==> config.mk <==
export PLATFORM = sky130hd
export DESIGN_NAME = d_mem_arbiter
export DESIGN_NICKNAME = d
export VERILOG_FILES = /design/src/rtl/d_mem_pkg.sv /design/src/rtl/d_mem_sync_ram.sv /design/src/rtl/d_mem_arbiter.sv
export SDC_FILE = /design/constraint.sdc
export NUM_CORES = 2
export LEC_CHECK = 0
export ABC_CLOCK_PERIOD_IN_PS = 5260
export CORE_MARGIN = 2
export CORE_UTILIZATION = 55
export DETAILED_ROUTE_END_ITERATION = 8
export PLACE_DENSITY = 0.79
export REMOVE_ABC_BUFFERS = 1
export SLEW_MARGIN = 5
export SYNTH_ARGS = -nofsm -noshare
export SYNTH_HDL_FRONTEND = slang
export SYNTH_HIERARCHICAL = 1
export SYNTH_SLANG_ARGS = --single-unit
==> constraint.sdc <==
create_clock -name clk -period 5.26 [get_ports clk]
set_clock_uncertainty 0.15 [all_clocks]
set_input_delay 1.052 -clock clk [delete_from_list [all_inputs] [get_ports clk]]
set_output_delay 1.052 -clock clk [all_outputs]
set_load 0.005 [all_outputs]
==> src/rtl/d_mem_pkg.sv <==
// Shared definitions for the data-memory arbiter: FSM encoding, default sizes,
// port indices and the address legality check.
package d_mem_pkg;

    typedef enum logic {
        ST_IDLE = 1'b0,
        ST_RESP = 1'b1
    } state_e;

    localparam int unsigned DEPTH_DEF  = 64;
    localparam int unsigned DATA_W_DEF = 32;

    localparam logic PORT_CPU = 1'b0;
    localparam logic PORT_LDR = 1'b1;

    // Byte address must be word aligned and fall inside the word array.
    function automatic logic addr_bad(input logic [31:0] addr, input int unsigned depth);
        return (addr[1:0] != 2'b00) || (addr >= 32'(depth * 4));
    endfunction

endpackage

==> src/rtl/d_mem_sync_ram.sv <==
// Single-port word RAM: synchronous write, registered read, array not reset.
module d_mem_sync_ram #(
    parameter int unsigned DEPTH  = 64,
    parameter int unsigned ADDR_W = $clog2(DEPTH),
    parameter int unsigned DATA_W = 32
) (
    input  logic              clk,
    input  logic              we_i,
    input  logic              re_i,
    input  logic [ADDR_W-1:0] addr_i,
    input  logic [DATA_W-1:0] wdata_i,
    output logic [DATA_W-1:0] rdata_o
);

    logic [DATA_W-1:0] mem_q [DEPTH];
    logic [DATA_W-1:0] rdata_q;

    always_ff @(posedge clk) begin
        if (we_i) mem_q[addr_i] <= wdata_i;
        if (re_i) rdata_q <= mem_q[addr_i];
    end

    assign rdata_o = rdata_q;

endmodule

==> src/rtl/d_mem_arbiter.sv <==
// Two-port round-robin controller for the data memory: one access in flight,
// one response per accepted request, bad addresses answered with err.
module d_mem_arbiter
    import d_mem_pkg::*;
#(
    parameter int unsigned DEPTH  = DEPTH_DEF,
    parameter int unsigned ADDR_W = $clog2(DEPTH),
    parameter int unsigned DATA_W = DATA_W_DEF
) (
    input  logic              clk,
    input  logic              rst_n,
    input  logic              p0_req,
    input  logic              p0_we,
    input  logic [31:0]       p0_addr,
    input  logic [DATA_W-1:0] p0_wdata,
    input  logic              p1_req,
    input  logic              p1_we,
    input  logic [31:0]       p1_addr,
    input  logic [DATA_W-1:0] p1_wdata,
    output logic              p0_gnt,
    output logic              p0_rvalid,
    output logic [DATA_W-1:0] p0_rdata,
    output logic              p0_err,
    output logic              p1_gnt,
    output logic              p1_rvalid,
    output logic [DATA_W-1:0] p1_rdata,
    output logic              p1_err
);

    state_e state_q, state_d;
    logic   last_gnt_q, last_gnt_d;
    logic   resp_port_q, resp_port_d;
    logic   resp_err_q, resp_err_d;
    logic   resp_ld_q, resp_ld_d;

    logic              gnt0, gnt1, accept;
    logic              sel_we, sel_bad;
    logic [31:0]       sel_addr;
    logic [DATA_W-1:0] sel_wdata;
    logic [DATA_W-1:0] ram_rdata, resp_rdata;

    assign sel_we    = gnt1 ? p1_we    : p0_we;
    assign sel_addr  = gnt1 ? p1_addr  : p0_addr;
    assign sel_wdata = gnt1 ? p1_wdata : p0_wdata;
    assign sel_bad   = addr_bad(sel_addr, DEPTH);
    assign accept    = gnt0 | gnt1;

    always_comb begin
        state_d     = state_q;
        last_gnt_d  = last_gnt_q;
        resp_port_d = resp_port_q;
        resp_err_d  = resp_err_q;
        resp_ld_d   = resp_ld_q;
        gnt0        = 1'b0;
        gnt1        = 1'b0;
        case (state_q)
            ST_IDLE: begin
                // On a tie the port that lost the previous contest wins.
                if (p0_req && p1_req) begin
                    gnt0 = (last_gnt_q == PORT_LDR);
                    gnt1 = (last_gnt_q == PORT_CPU);
                end else begin
                    gnt0 = p0_req;
                    gnt1 = p1_req;
                end
                if (gnt0 || gnt1) begin
                    state_d     = ST_RESP;
                    last_gnt_d  = gnt1 ? PORT_LDR : PORT_CPU;
                    resp_port_d = gnt1 ? PORT_LDR : PORT_CPU;
                    resp_err_d  = sel_bad;
                    resp_ld_d   = !sel_we && !sel_bad;
                end
            end
            ST_RESP: state_d = ST_IDLE;
            default: state_d = ST_IDLE;
        endcase
    end

    always_ff @(posedge clk or negedge rst_n) begin
        if (!rst_n) begin
            state_q     <= ST_IDLE;
            last_gnt_q  <= PORT_LDR;
            resp_port_q <= PORT_CPU;
            resp_err_q  <= 1'b0;
            resp_ld_q   <= 1'b0;
        end else begin
            state_q     <= state_d;
            last_gnt_q  <= last_gnt_d;
            resp_port_q <= resp_port_d;
            resp_err_q  <= resp_err_d;
            resp_ld_q   <= resp_ld_d;
        end
    end

    // Rejected addresses never touch the array, neither read nor write.
    d_mem_sync_ram #(
        .DEPTH  (DEPTH),
        .ADDR_W (ADDR_W),
        .DATA_W (DATA_W)
    ) u_ram (
        .clk     (clk),
        .we_i    (accept && sel_we && !sel_bad),
        .re_i    (accept && !sel_we && !sel_bad),
        .addr_i  (sel_addr[ADDR_W+1:2]),
        .wdata_i (sel_wdata),
        .rdata_o (ram_rdata)
    );

    assign resp_rdata = resp_ld_q ? ram_rdata : '0;

    assign p0_gnt    = gnt0;
    assign p1_gnt    = gnt1;
    assign p0_rvalid = (state_q == ST_RESP) && (resp_port_q == PORT_CPU);
    assign p1_rvalid = (state_q == ST_RESP) && (resp_port_q == PORT_LDR);
    assign p0_rdata  = p0_rvalid ? resp_rdata : '0;
    assign p1_rdata  = p1_rvalid ? resp_rdata : '0;
    assign p0_err    = p0_rvalid && resp_err_q;
    assign p1_err    = p1_rvalid && resp_err_q;

endmodule

==> run summary <==
Area growth, synth to finish: 18.28%
Largest net degree at the start of global routing: 67
Clock sink total: 2085
HPWL after detailed placement: 144100 um
Total wire length after detailed routing: 239800 um
Detailed-routing iteration count for the pre-antenna-repair pass: 9
Register bit total from synthesis: 2085
Hold crit path type: input pin to asynchronous set/reset pin
Wire length of the first global-routing pass: 340600 um
Status: complete, no violations
Final Hold Violating Endpoints: 0
Number of buffers created by CTS: 193
Clk buf depth: 3
Leakage power of the design: 0.03116 uW
Setup-violating endpoint count in the final report: 0
Reg2reg setup slack: 0.52 ns
Final critical-path share of the clock period: 0.9325
Most frequent cells in the layout: edfxtp_1, buf_4, mux2i_1, clkdlybuf4s50_1, clkbuf_16
RSZ-0062 raised after global routing: false
Commonest non-fill, non-tap cell in the layout: edfxtp_1
Initial DRC count: 8736
Type of the setup path with the least slack: input pin to flip-flop
Count of cells resized by post-cts repair: 0
Synth Flop Type: edfxtp_1
Portion of total power attributed to combinational logic: 0.129
Final Critical Period: 4.905 ns
Flip-flop and latch area: 0.06259 sq mm
Number of unique standard cell types used by synthesis: 58
Pwr per Cell Area: 398.9 mW/mm^2
Required @ worst endpoint: 5.67 ns
Transition at the pin with the smallest max-transition slack: 1.340 ns
# port buffers: 203
Worst hold slack across all endpoints: 0.2857 ns
Fraction of post-synthesis cell area in the top cell type by area: 0.7761
Filler cells: 8992
Remaining max-slew budget at the tightest pin: 0.08376
Cell Area, Synth: 0.08048 sq mm
Initial antenna violation count: 16
Antenna-violating nets left: 0
Max-Cap Viols: 0
Total number of vias: 49460
CP Launch Type: input pin
Data arrival time of the critical path: 5.32 ns
Biggest area contributors in the synthesized netlist: edfxtp_1, mux2i_1, mux4_2
Fin. max-slew vios: 0
Post-synthesis average cell area: 17.82 sq um
Worst-case setup margin in the final layout: 0.3549 ns
Placeable core region: 0.1454 sq mm
Total Neg Setup Slack: 0 ns
Post-route DRC: 0
Final GP Congestion: 0.9603
Post-layout net count: 5164
Mapped Cells: 4517
Seq/Total Area, Yosys: 0.7776
Postcts setup bufs: 0
Synth warnings: 6
Max Fanout on Critical Path: 20
Largest area contributor in the netlist: edfxtp_1
Multi-input combinational cell area: 0.01719 sq mm
EDFF count, synth: 2080
Count of H-tree levels built during CTS: 4
Height of the die: 386.5 um
Vias in the first global route: 48450
Number of standard-cell rows in the floorplan: 140
Pre-CTS setup slack: -0.3733 ns
Switching power: 9428 uW
IR Drop Worst-Case VDD: 0.4226 mV
Crit end category: flip-flop
Clock-pin slew on the worst setup and hold paths: 0.06 ns
Wire per inst: 33.67 um
Async set-or-reset flop fraction in the synthesized netlist: 0.002398
Vias/cell: 6.947
Number of placed I/O pins: 204
Total die area: 0.1494 sq mm
TritonCTS clock tree: done
Root cell of the clock tree: clkbuf_16
Clock group share of total power: 0.377
Die width: 386.5 um
Total routing usage reported by global routing: 0.3168
Sequential group share of total power: 0.493
Initial cell density of the core: 0.5536
Fraction of final layout cells with drive strength greater than 1: 0.2087
Number of hold-repair buffers added at the cts stage: 0
Switching Share: 0.2483
Cell internal pwr: 28550 uW
Skew-Pair Late Insertion Delay: 0.86 ns
Peak clock frequency supported by timing: 0.2039 GHz
Global route overflow: 0
-- final timing paths --
kind,start,to,cells past startpoint
min in group clk,last_gnt_q,last_gnt_q,2
max,p1_req,u_ram/rdata_o[26],16
min reg2reg,last_gnt_q,last_gnt_q,2
max in group asynchronous,rst_n,last_gnt_q,1
max reg2reg,state_q,u_ram/rdata_o[26],15
min,rst_n,state_q,1
-- cells by family (layout without fill, tap and decap cells) --
group,after synthesis,after routing,synth area share
AOI/OAI and AO/OA,941,941,0.08555
buffers and inverters,325,1006,0.01782
DFF,2085,2085,0.7776
muxes,503,503,0.07977
other,0,5,0
and+or+nand+nor,663,663,0.03922
-- layer usage --
metal,global-route usage,part of all wire,vias to the layer above
met2,0.4866,0.46,4523
met1,0.4111,0.33,24570
li1,-,-,19560
met4,0.1611,0.059,14
met5,0,0.00061,-
met3,0.09703,0.15,793
-- flip-flops by register name (all words and copies together) (netlist names) --
register       count
resp_err_q         1
last_gnt_q         1
state_q            1
resp_port_q        1
u_ram/rdata_o     32
u_ram/mem_q     2048
resp_ld_q          1
-- layout make-up --
class / count / area share
Sequential cell: 2085 / 0.6575
Multi-Input combinational cell: 2107 / 0.1806
Timing Repair Buffer: 634 / 0.06809
Clock buffer: 234 / 0.05280
Tap cell: 1917 / 0.02520
Clock inverter: 129 / 0.01533
Inverter: 9 / 0.0004337
Antenna cell: 5 / 0.0001314
-- per-stage QoR --
| stage | total power, uW | instances | area, sq um | utilization |
|---|---|---|---|---|
| finish | 37970 | 7120 | 95190 | 0.6547 |
| global route | 38730 | 7116 | 95180 | 0.6547 |
| CTS | 37840 | 7115 | 95170 | 0.6546 |
| detailed placement | 23780 | 6752 | 88690 | 0.6100 |
| global placement | 23650 | 6752 | 88690 | 0.6100 |
| floorplan | 22210 | 4201 | 79080 | - |
-- critical path, cell delays in order --
cell and delay, ns:
clkdlybuf4s50_1 0.45, nand2b_1 0.11, a21o_1 0.28, inv_2 0.10, nand2_1 0.12, nand2_4 0.10, buf_12 0.17, and2_2 0.20
buf_4 0.23, and3_1 0.21, nor4_1 0.44, a31oi_1 0.16, buf_4 0.20, a2111oi_0 1.10, buf_4 0.29, nand3_1 0.08
-- cells in the mapped netlist, types with 3 or more instances --
| cell type | instances |
|---|---|
| a2111oi_0 | 15 |
| a211oi_1 | 17 |
| a21oi_1 | 122 |
| a221o_1 | 15 |
| a221oi_1 | 175 |
| a222oi_1 | 16 |
| a22o_1 | 66 |
| a22oi_1 | 188 |
| a31oi_1 | 43 |
| and2_1 | 5 |
| and3_1 | 85 |
| buf_1 | 33 |
| buf_12 | 3 |
| buf_2 | 87 |
| buf_4 | 10 |
| clkbuf_1 | 180 |
| dfrtp_1 | 4 |
| edfxtp_1 | 2080 |
| inv_1 | 7 |
| mux2_2 | 147 |
| mux2i_1 | 260 |
| mux4_2 | 96 |
| nand2_1 | 177 |
| nand2b_1 | 20 |
| nand3_1 | 54 |
| nand4_1 | 7 |
| nor2_1 | 217 |
| nor2b_1 | 8 |
| nor3_1 | 22 |
| nor4_1 | 26 |
| o21ai_0 | 87 |
| o221ai_1 | 6 |
| o22a_1 | 71 |
| o22ai_1 | 93 |
| o2bb2ai_1 | 15 |
| or3_1 | 4 |
| or4_1 | 15 |
| or4b_1 | 14 |
-- power groups by stage --
stage / sequential, uW / combinational [uW] / clock, uW
2_1_floorplan: 19100 / 3090 / 0
3_3_place_gp: 19100 / 4560 / 0
3_5_place_dp: 19100 / 4690 / 0
4_1_cts: 18700 / 4760 / 14400
5_1_grt: 18700 / 5040 / 15000
6_report: 18700 / 4920 / 14300
Note: power is estimated with default switching activity, not from simulation.
